## config.mk

```make
export PLATFORM = sky130hd
export DESIGN_NAME = rgb_decoder_flat
export DESIGN_NICKNAME = d
export VERILOG_FILES = /design/src/rtl/rgb_decoder_if.sv /design/src/rtl/rgb_decoder.sv /design/src/flat_wrapper.sv
export SDC_FILE = /design/constraint.sdc
export NUM_CORES = 1
export LEC_CHECK = 0
export BUFFER_PORTS_ARGS = -buffer_cell sky130_fd_sc_hd__buf_2
export CORE_MARGIN = 1.5
export CORE_UTILIZATION = 23
export CTS_BUF_LIST = sky130_fd_sc_hd__clkbuf_4 sky130_fd_sc_hd__clkbuf_8
export CTS_CLUSTER_DIAMETER = 200
export CTS_CLUSTER_SIZE = 8
export DETAILED_ROUTE_END_ITERATION = 10
export PLACE_DENSITY_LB_ADDON = 0.15
export SYNTH_ARGS = -nofsm -noshare
export SYNTH_HDL_FRONTEND = slang
export SYNTH_SLANG_ARGS = --single-unit
```

## constraint.sdc

```tcl
create_clock -name clk -period 2 [get_ports clk]
set_input_delay 0.4 -clock clk [delete_from_list [all_inputs] [get_ports clk]]
set_output_delay 0.4 -clock clk [all_outputs]
set_load 0.03 [all_outputs]
```

## src/rtl/rgb_decoder_if.sv

```systemverilog
// rgb_decoder_if: light input and decoded colour bus between a driver and the decoder
interface rgb_decoder_if;
  logic        enable;
  logic [23:0] light;
  logic [2:0]  colour;
  logic        valid;
  logic        invalid_code;
  logic [7:0]  change_count;
  modport master(output enable, light, input colour, valid, invalid_code, change_count);
  modport slave(input enable, light, output colour, valid, invalid_code, change_count);
endinterface

```

## src/rtl/rgb_decoder.sv

```systemverilog
// rgb_decoder: three-stage debounced decoder of a 24-bit RGB word into a 3-bit colour code
module rgb_decoder #(
  parameter int unsigned STABLE_CNT = 4
) (
  input  logic          clk,
  input  logic          rst,
  rgb_decoder_if.slave  bus
);
  localparam logic [3:0] LP_MAX = 4'(STABLE_CNT);

  logic [23:0] r_light_q;
  logic        r_primed;
  logic [2:0]  r_cand_q;
  logic [3:0]  r_cnt;
  logic        r_invalid;
  logic [2:0]  r_colour;
  logic        r_valid;
  logic [7:0]  r_count;
  logic [2:0]  w_cand;
  logic        w_hit;

  // table lookup: every channel byte must be 00 or FF; each FF channel sets its code bit
  always_comb begin
    w_cand = {&r_light_q[23:16], &r_light_q[15:8], &r_light_q[7:0]};
    w_hit  = (w_cand[2] || r_light_q[23:16] == 8'h00) &&
             (w_cand[1] || r_light_q[15:8]  == 8'h00) &&
             (w_cand[0] || r_light_q[7:0]   == 8'h00);
  end

  // stage 1: capture light; primed marks that light_q holds a real sample, not the reset zero
  always_ff @(posedge clk or negedge rst)
    if (!rst) begin
      r_light_q <= '0;
      r_primed  <= 1'b0;
    end else if (bus.enable) begin
      r_light_q <= bus.light;
      r_primed  <= 1'b1;
    end

  // stage 2: count consecutive identical hits, restarting on a miss or a new candidate
  always_ff @(posedge clk or negedge rst)
    if (!rst) begin
      r_cand_q  <= '0;
      r_cnt     <= '0;
      r_invalid <= 1'b0;
    end else if (bus.enable && r_primed) begin
      r_invalid <= !w_hit;
      if (!w_hit)
        r_cnt <= '0;
      else if (w_cand == r_cand_q && r_cnt != 4'd0)
        r_cnt <= (r_cnt < LP_MAX) ? r_cnt + 4'd1 : r_cnt;
      else begin
        r_cand_q <= w_cand;
        r_cnt    <= 4'd1;
      end
    end

  // stage 3: publish a qualified candidate when it differs from the shown colour
  always_ff @(posedge clk or negedge rst)
    if (!rst) begin
      r_colour <= '0;
      r_valid  <= 1'b0;
      r_count  <= '0;
    end else if (bus.enable && r_cnt == LP_MAX && (!r_valid || r_cand_q != r_colour)) begin
      r_colour <= r_cand_q;
      r_valid  <= 1'b1;
      r_count  <= (r_count == 8'hFF) ? r_count : r_count + 8'd1;
    end

  assign bus.colour       = r_colour;
  assign bus.valid        = r_valid;
  assign bus.invalid_code = r_invalid;
  assign bus.change_count = r_count;
endmodule

```

## src/flat_wrapper.sv

```systemverilog
// flat-port wrapper written by rule: the top's interface ports become plain ports
module rgb_decoder_flat 
#(
  parameter int unsigned STABLE_CNT = 4
)
  (clk, rst, bus_enable, bus_light, bus_colour, bus_valid, bus_invalid_code, bus_change_count);
  rgb_decoder_if bus_i ();
  input  logic clk;
  input  logic rst;
  input wire logic [$bits(bus_i.enable)-1:0] bus_enable;
  input wire logic [$bits(bus_i.light)-1:0] bus_light;
  output wire logic [$bits(bus_i.colour)-1:0] bus_colour;
  output wire logic [$bits(bus_i.valid)-1:0] bus_valid;
  output wire logic [$bits(bus_i.invalid_code)-1:0] bus_invalid_code;
  output wire logic [$bits(bus_i.change_count)-1:0] bus_change_count;
  assign bus_i.enable = bus_enable;
  assign bus_i.light = bus_light;
  assign bus_colour = bus_i.colour;
  assign bus_valid = bus_i.valid;
  assign bus_invalid_code = bus_i.invalid_code;
  assign bus_change_count = bus_i.change_count;
  rgb_decoder #(.STABLE_CNT(STABLE_CNT)) u_core (.clk(clk), .rst(rst), .bus(bus_i));
endmodule
```

# [After elaboration in Yosys (flattened, before gate mapping)]
# Index checks and enable logic that the tools add are counted.
[totals] register_bits=45 inputBits=27 output_inout_bits=13 word_cells=43
[classes] add_sub_neg=2 n_lt_le_gt_ge=1 n_eq_ne=5 mux=3 n_bitwise=2 n_reduce_logical=22
[ops] operator="8-bit zero test" count=3
[ops] operator="8-bit AND reduction" count=3
[ops] operator="4-bit two-way mux" count=3
[ops] operator="8-bit by 1-bit adder with 8-bit output (second input constant)" count=1
[ops] operator="8-bit equality test (second input constant)" count=1
[ops] operator="1-bit logical AND" count=6
[ops] operator="4-bit by 1-bit adder with 4-bit output (second input constant)" count=1
[ops] operator="4-bit by 3-bit equality test with 1-bit output (second input constant)" count=1
[ops] operator="1-bit logical OR" count=4
[ops] operator="4-bit by 3-bit < comparator with 1-bit output (second input constant)" count=1
[ops] operator="2-bit AND reduction" count=2
[ops] operator="4-bit nonzero test" count=1
[ops] operator="3-bit equality test" count=1
[ops] operator="3-bit != test" count=1
[ops] operator="3-bit != test (second input constant)" count=1
[ops] operator="3-bit AND reduction" count=1
[ops] operator="1-bit zero test" count=2
[ops] operator="1-bit NOT" count=2

# [Logic depth before layout (Yosys ltp)]
# Gate-level depths: netlist (run 1).
[depth] depth_word=6 ltp_mapped=7 ltp_nobuf=7

# [Worst setup path before layout (run 1)]
# Ideal clock, no wire load.
[synth_path] kind="reg2reg" startpoint="register u_core.r_light_q[17]" endpoint="register u_core.r_cand_q[1]" setup_time_ns=0.125 arrival_ns=1.738 required_time_ns=1.875 slack_ns=0.137 stages_incl_launch_ff=6 n_path_buf=0 period_less_slack_ns=1.863 cell_sequence="dfrtp_1 -> nor4_1 -> nand2_1 -> a222oi_1 -> nand2_2 -> mux2_4"
[synth_via] elab_chain_cells=5 word_cells_on_any_way=9 cone_classes="eq/ne: 1; bitwise: 1; reduce/logical: 7"
[synth_lines] item="from (decl)" line="rgb_decoder.sv:11" source="logic [23:0] r_light_q;"
[synth_lines] item="from (signal assigned)" line="rgb_decoder.sv:36" source="r_light_q <= bus.light;"
[synth_lines] item="8-bit AND reduction / 8-bit zero test (equally long branches)" line="rgb_decoder.sv:24, rgb_decoder.sv:25"
[synth_lines] item="3-bit equality test / 1-bit logical OR (equally long branches)" line="rgb_decoder.sv:50, rgb_decoder.sv:25"
[synth_lines] item="1-bit logical AND (on tied branches)" line="rgb_decoder.sv:50, rgb_decoder.sv:25"
[synth_lines] item="1-bit NOT (no line) / 1-bit logical AND (equally long branches)"
[synth_lines] item="3-bit AND reduction (no line) (*)"
[synth_lines] item="to (signal assigned)" line="rgb_decoder.sv:53" source="r_cand_q <= w_cand;"
[synth_lines] item="to (decl)" line="rgb_decoder.sv:13" source="logic [2:0] r_cand_q;"
# Every way passes the cells marked *; elsewhere a longest branch is shown, timed or not.
# A chain may end at the register's enable or synchronous reset.

# [Worst setup path in the final report (run 1)]
[layout_path] startpoint="register u_core.r_light_q[22]" endpoint="register u_core.r_cand_q[1]"
# The elaborated chain is that of the path after synthesis.

==> out/results.ini, run 1 <==
[outcome]
outcome=completed

[power]
switching_share_pct=24.3
combPwrFrac_pct=8.7
pwr-share-seq_pct=56.1
clockPowerShare_pct=35.2
power.density_nw_per_um2=710
switchingPower_w=0.000437
internal-power_w=0.00136
power_w=0.00180
vdd_drop_max_uv=304
leakage_nw=1.13

[floorplanning]
core_um2=8590
start_util_pct=23.5
dieArea_um2=9350
die_x_um=96.7
die_h_um=96.7
num_rows=34
io_pins=40

[place]
gp_congestion=0.717
dp_hpwl_um=3240
preCtsSetupSlack_ns=0.0968
port_buffers=39
dp_cells=309

[synthesis]
synth_seq_cells=45
synth.distinct_cells=38
ys_warn_count=0
syn-num-nets=190
syn_area_um2=2020
synth_area_per_cell_um2=12.6
yosysTopAreaCell=dfrtp_1
synth_top_cell_area_share_pct=55.8
ys_top_cells_by_area=dfrtp_1, mux2_2, xnor2_1
yosysSeqAreaShare_pct=55.8
synthCells=160

[timing]
max_freq_mhz=536
skew_ns=0.00558
setup_ws_ns=0.134
setup_viol=0
maxSlewViolCount=0
min_period_ns=1.87
hold_violations=0
tns_ns=0
max_slew_margin_pct=66.8
rsz0062_at_grt=no
hold_slack_ns=0.0500
post-route-period-util_pct=93.3
tightest_slew_ns=0.498

[grt]
grt_max_degree=28
grt_pass1_wl_um=7220
track_usage_pct=9.69
grt_pass1_vias=1429
antenna_found_initial=0
grt_overflow=0

[critical_path]
path_delay_family=simple AND/OR/NAND/NOR gates
cp_slowest_stage_delay_ns=0.40
crit_path_start_kind=register
r2r_start=u_core.r_light_q[22]$_DFFE_PN0P_
r2r_slack_ns=0.13
critical_path.slowest_cell=dfrtp_1
cp_max_fo=5
cp.required_ns=2.19
crit_chain=nand4_1, or2_1, a222oi_1, buf_4, nand2_4, mux2_4
cp-end-kind=register
critical_path_class=reg2reg
worst-r2r-cell-count=6
path_buf_inv=1
r2r_end=u_core.r_cand_q[1]$_DFFE_PN0P_
crit_arrival_ns=2.05

[layout]
drive_above_1_share_pct=43.1
fill_cells=913
final_cells=319
nNetsFinal=240
area_delta_synth_final_pct=25.3
n_antenna_cell=0

[routing]
avgViaCountPerCell=4.42
avgRoutedWirePerCell_um=13.4
drt_iter0_markers=69
postRouteAntennaNets=0
drt-total-wl_um=4270
drtPass1Iterations=6
drc=0
vias=1410

[clocking]
numCtsBuffers=5
path_clk_slew_ns=0.09
clock_sinks=45
htree_levels=2
cts_root_buf=clkbuf_8
insertion_delay_ns=0.30
cts_buffer_depth=2
cts_tree=yes
cts_hold_buf=0

[job]
cap_violations=0

[min_path]
worst_hold_path_type=in2async

cells by family after synthesis:
group | Yosys count | synth area share, %
AOI/OAI and AO/OA | 17 | 5.95
xor gates and xnor gates | 12 | 5.20
adders and majority gates | 3 | 1.86
buffers and inverters | 10 | 1.92
DFF | 45 | 55.8
muxes | 29 | 16.2
and+or+nand+nor | 44 | 13.1
per-layer routing:
metal | wire, um | GRT usage [%] | up-vias
met4 | 82 | 3.68 | 0
met5 | 0 | 0 | -
li1 | - | - | 694
met2 | 1850 | 14.1 | 28
met3 | 172 | 2.67 | 9
met1 | 2170 | 13.7 | 679
cell type report:
type	instances	area [um^2]	share of cell area, %
repair buffers	47	268	10.6
inverters	6	22.5	0.890
flip-flops and latches	45	1130	44.5
multi-input cells	105	878	34.7
clock buffers	7	96.3	3.81
clock inverters	1	5.00	0.198
well taps	108	135	5.34
worst register-to-register path, stage by stage (launching register included):
cell and delay, ns:
dfrtp_1 0.40, nand4_1 0.16, or2_1 0.25, a222oi_1 0.36
buf_4 0.21, nand2_4 0.07, mux2_4 0.30
how the worst max path moves through the flow:
| stage | cells past startpoint | to | slack (ns) | startpoint |
|---|---|---|---|---|
| after floorplan | 5 | u_core.r_cand_q[1]$_DFFE_PN0P_ | 0.14 | u_core.r_light_q[17]$_DFFE_PN0P_ |
| after global placement | 6 | u_core.r_cand_q[1]$_DFFE_PN0P_ | 0.1 | u_core.r_light_q[17]$_DFFE_PN0P_ |
| after detailed placement | 6 | u_core.r_cand_q[1]$_DFFE_PN0P_ | 0.1 | u_core.r_light_q[17]$_DFFE_PN0P_ |
| after CTS | 6 | u_core.r_cand_q[1]$_DFFE_PN0P_ | 0.06 | u_core.r_light_q[17]$_DFFE_PN0P_ |
| after global routing | 6 | u_core.r_cnt[3]$_DFFE_PN0P_ | 0.003 | u_core.r_light_q[21]$_DFFE_PN0P_ |
| final | 6 | u_core.r_cand_q[1]$_DFFE_PN0P_ | 0.13 | u_core.r_light_q[22]$_DFFE_PN0P_ |
power groups by stage:
| stage | logic [W] | clock network [W] | registers (W) |
|---|---|---|---|
| after global routing | 0.000174 | 0.000687 | 0.00102 |
| after detailed placement | 0.000155 | 0 | 0.00102 |
| after global placement | 0.000153 | 0 | 0.00102 |
| after floorplan | 0.0000785 | 0 | 0.00102 |
| final | 0.000156 | 0.000632 | 0.00101 |
| after CTS | 0.000156 | 0.000656 | 0.00100 |
synthesized netlist by cell type (all sizes together):
library cell / number
a41oi: 1
o21a: 1
buf: 3
o21ai: 4
o311ai: 1
dfrtp: 45
and4: 2
xnor2: 11
nand4: 11
or3: 2
and2: 3
and3: 1
mux2: 27
mux2i: 2
a222oi: 1
or2: 4
a2111oi: 1
nor4: 6
nor2: 2
nand4b: 2
inv: 6
clkbuf: 1
ha: 3
a41o: 1
nand2: 8
a21oi: 3
o22ai: 2
nand2b: 1
a31oi: 2
xor2: 1
nand3: 2
timing repair:
action	in CTS	in global routing
setup buffers	0	2
setup endpoints to repair	0	4
gates resized for setup	0	4
flip-flops by register name, indices dropped and copies added, names as in the netlist:
| register | count |
|---|---|
| u_core.bus.valid | 1 |
| u_core.r_cnt | 4 |
| u_core.r_light_q | 24 |
| u_core.bus.invalid_code | 1 |
| u_core.bus.colour | 3 |
| u_core.bus.change_count | 8 |
| u_core.r_cand_q | 3 |
| u_core.r_primed | 1 |
per-stage QoR:
stage | util, % | instance area, um^2
2_1_floorplan | - | 2020
3_3_place_gp | 27.8 | 2390
3_5_place_dp | 27.8 | 2390
4_1_cts | 29.0 | 2490
5_1_grt | 29.5 | 2530
6_report | 29.5 | 2530
layout by cell type, fill, tap and decap left out, types with 2 or more instances in the layout:
| cell type | Yosys | routed |
|---|---|---|
| o21ai_0 | 4 | 4 |
| buf_4 | 0 | 7 |
| nor2_1 | 2 | 2 |
| nand4b_1 | 2 | 2 |
| mux2_2 | 26 | 26 |
| o22ai_1 | 2 | 2 |
| inv_1 | 6 | 6 |
| ha_1 | 3 | 3 |
| nand2_1 | 6 | 6 |
| nand4_1 | 11 | 11 |
| mux2i_1 | 2 | 2 |
| nor4_2 | 0 | 3 |
| or2_1 | 2 | 2 |
| clkbuf_8 | 0 | 7 |
| and4_1 | 2 | 2 |
| xnor2_1 | 11 | 11 |
| nor4_1 | 6 | 3 |
| nand3_1 | 2 | 2 |
| and2_1 | 2 | 2 |
| a21oi_1 | 3 | 3 |
| buf_2 | 1 | 39 |
| dfrtp_1 | 45 | 45 |
| or2_2 | 2 | 2 |
Note: power is estimated with default switching activity, not from simulation.
==> inputs of run 2 (changes only) <==
- RECOVER_POWER: default -> 25
==> run 2 against run 1 <==
  * Cell area down 0.64%
  * Non-clock buffer count unchanged
  * Fmax about the same
  * Worst setup slack about the same
  * Total power down 0.25%
  * Utilization down 0.19 points
  * Clock power about the same
  * Sequential cell count unchanged
  * Combinational power down 3%
  * Global-route usage unchanged
  * Wire length about the same
  * Critical path depth unchanged
  * Critical path type unchanged
==> out/results.ini, run 2 (synthesized netlist as in run 1, its figures left out) <==
[outcome]
outcome=completed

[timing]
max_slew_margin_pct=25.9
skew_ns=0.00548
tightest_slew_ns=1.11
min_period_ns=1.87
rsz0062_at_grt=no
tns_ns=0
post-route-period-util_pct=93.3
maxSlewViolCount=0
max_freq_mhz=536
hold_violations=0
setup_viol=0

[clocking]
cts_tree=yes
cts_buffer_depth=2
clock_sinks=45
path_clk_slew_ns=0.09
cts_root_buf=clkbuf_8
cts_hold_buf=0
insertion_delay_ns=0.30
numCtsBuffers=5
htree_levels=2

[critical_path]
cp.required_ns=2.19
crit_arrival_ns=2.05
critical_path.slowest_cell=dfrtp_1
crit_path_start_kind=register
critical_path_class=reg2reg
r2r_end=u_core.r_cand_q[1]$_DFFE_PN0P_
cp-end-kind=register
r2r_start=u_core.r_light_q[22]$_DFFE_PN0P_
cp_max_fo=5
crit_chain=nand4_1, or2_1, a222oi_1, buf_4, nand2_4, mux2_4
worst-r2r-cell-count=6
cp_slowest_stage_delay_ns=0.40
r2r_slack_ns=0.13

[layout]
largest_reg_flops=24
regArea_um2=1130
final_cells=319
drive_above_1_share_pct=42.7
multiInputGateArea_um2=878
layout_commonest_cell=dfrtp_1
layout_common_cells=dfrtp_1, buf_2, mux2_2
nNetsFinal=240
utilization_pct=29.3
final_area_um2=2510
area_delta_synth_final_pct=24.5
top_register=u_core.r_light_q
n_antenna_cell=0
fill_cells=915

[grt]
grt_max_degree=28
track_usage_pct=9.69
grt_pass1_wl_um=7220
grt_overflow=0
grt_pass1_vias=1429
antenna_found_initial=0

[routing]
postRouteAntennaNets=0
drt-total-wl_um=4270
avgRoutedWirePerCell_um=13.4
drc=0
avgViaCountPerCell=4.42
drtPass1Iterations=6
vias=1409
drt_iter0_markers=68

[place]
port_buffers=39
gp_congestion=0.717
dpl-instance-area_um2=2390
dp_cells=309
dp_hpwl_um=3240

[job]
cap_violations=0

[power]
leakage_nw=1.12
power.density_nw_per_um2=712
vdd_drop_max_uv=304

[min_path]
worst_hold_path_type=in2async

[floorplanning]
io_pins=40
dieArea_um2=9350
start_util_pct=23.5
die_x_um=96.7
num_rows=34
die_h_um=96.7
core_um2=8590

[run 2: cell count changes in the layout (fill, tap and decap cells not counted)]
cell / delta
buf_12: -1
buf_2: -1
clkbuf_1: +1
clkbuf_2: +1
[run 2: through the flow]
step                      hold WS, ns  total power, W  setup slack, ns
after floorplan                 0.104         0.00110            0.137
after global placement          0.401         0.00118           0.0958
after detailed placement        0.403         0.00118           0.0968
after CTS                      0.0668         0.00182           0.0583
after global routing            0.321         0.00187          0.00339
final                           0.279         0.00179            0.134
[run 2: per-layer routing]
| metal | share of wire, % | global-route usage, % | routed length [um] |
|---|---|---|---|
| met1 | 51 | 13.7 | 2170 |
| met4 | 1.9 | 3.68 | 82 |
| met5 | 0 | 0 | 0 |
| met3 | 4.0 | 2.67 | 172 |
| met2 | 43 | 14.1 | 1850 |
[run 2: power by group]
group,leakage [nW],internal (W),switching [W]
Sequential,0.553,0.000962,0.0000457
Clock,0.0542,0.000313,0.000319
Combinational,0.514,0.0000802,0.0000714
Total,1.12,0.00136,0.000436
[run 2: worst max path at each step]
| stage | to | slack (ns) | from |
|---|---|---|---|
| floorplan | u_core.r_cand_q[1]$_DFFE_PN0P_ | 0.14 | u_core.r_light_q[17]$_DFFE_PN0P_ |
| finish | u_core.r_cand_q[1]$_DFFE_PN0P_ | 0.13 | u_core.r_light_q[22]$_DFFE_PN0P_ |
| global placement | u_core.r_cand_q[1]$_DFFE_PN0P_ | 0.1 | u_core.r_light_q[17]$_DFFE_PN0P_ |
| detailed placement | u_core.r_cand_q[1]$_DFFE_PN0P_ | 0.1 | u_core.r_light_q[17]$_DFFE_PN0P_ |
| global route | u_core.r_cnt[3]$_DFFE_PN0P_ | 0.003 | u_core.r_light_q[21]$_DFFE_PN0P_ |
| CTS | u_core.r_cand_q[1]$_DFFE_PN0P_ | 0.06 | u_core.r_light_q[17]$_DFFE_PN0P_ |
[run 2: area by class of cell]
type	instances	area share (%)
Clock buffer	7	3.83
Clock inverter	1	0.199
Inverter	6	0.896
Multi-Input combinational cell	105	34.9
Sequential cell	45	44.8
Tap cell	108	5.37
Timing Repair Buffer	47	10.0
[run 2: timing repair]
item / 4_1_cts / 5_1_grt
buffers inserted: 0 / 2
gates resized for setup: 0 / 4
setup endpoints to repair: 0 / 4
[run 2: worst max-delay path, delay by kind of cell, from the launching register on]
kind / cells / cell delay (ns)
mux: 1 / 0.30
buf+inv: 1 / 0.21
flops: 1 / 0.40
simple gates: 3 / 0.48
compound gates: 1 / 0.36
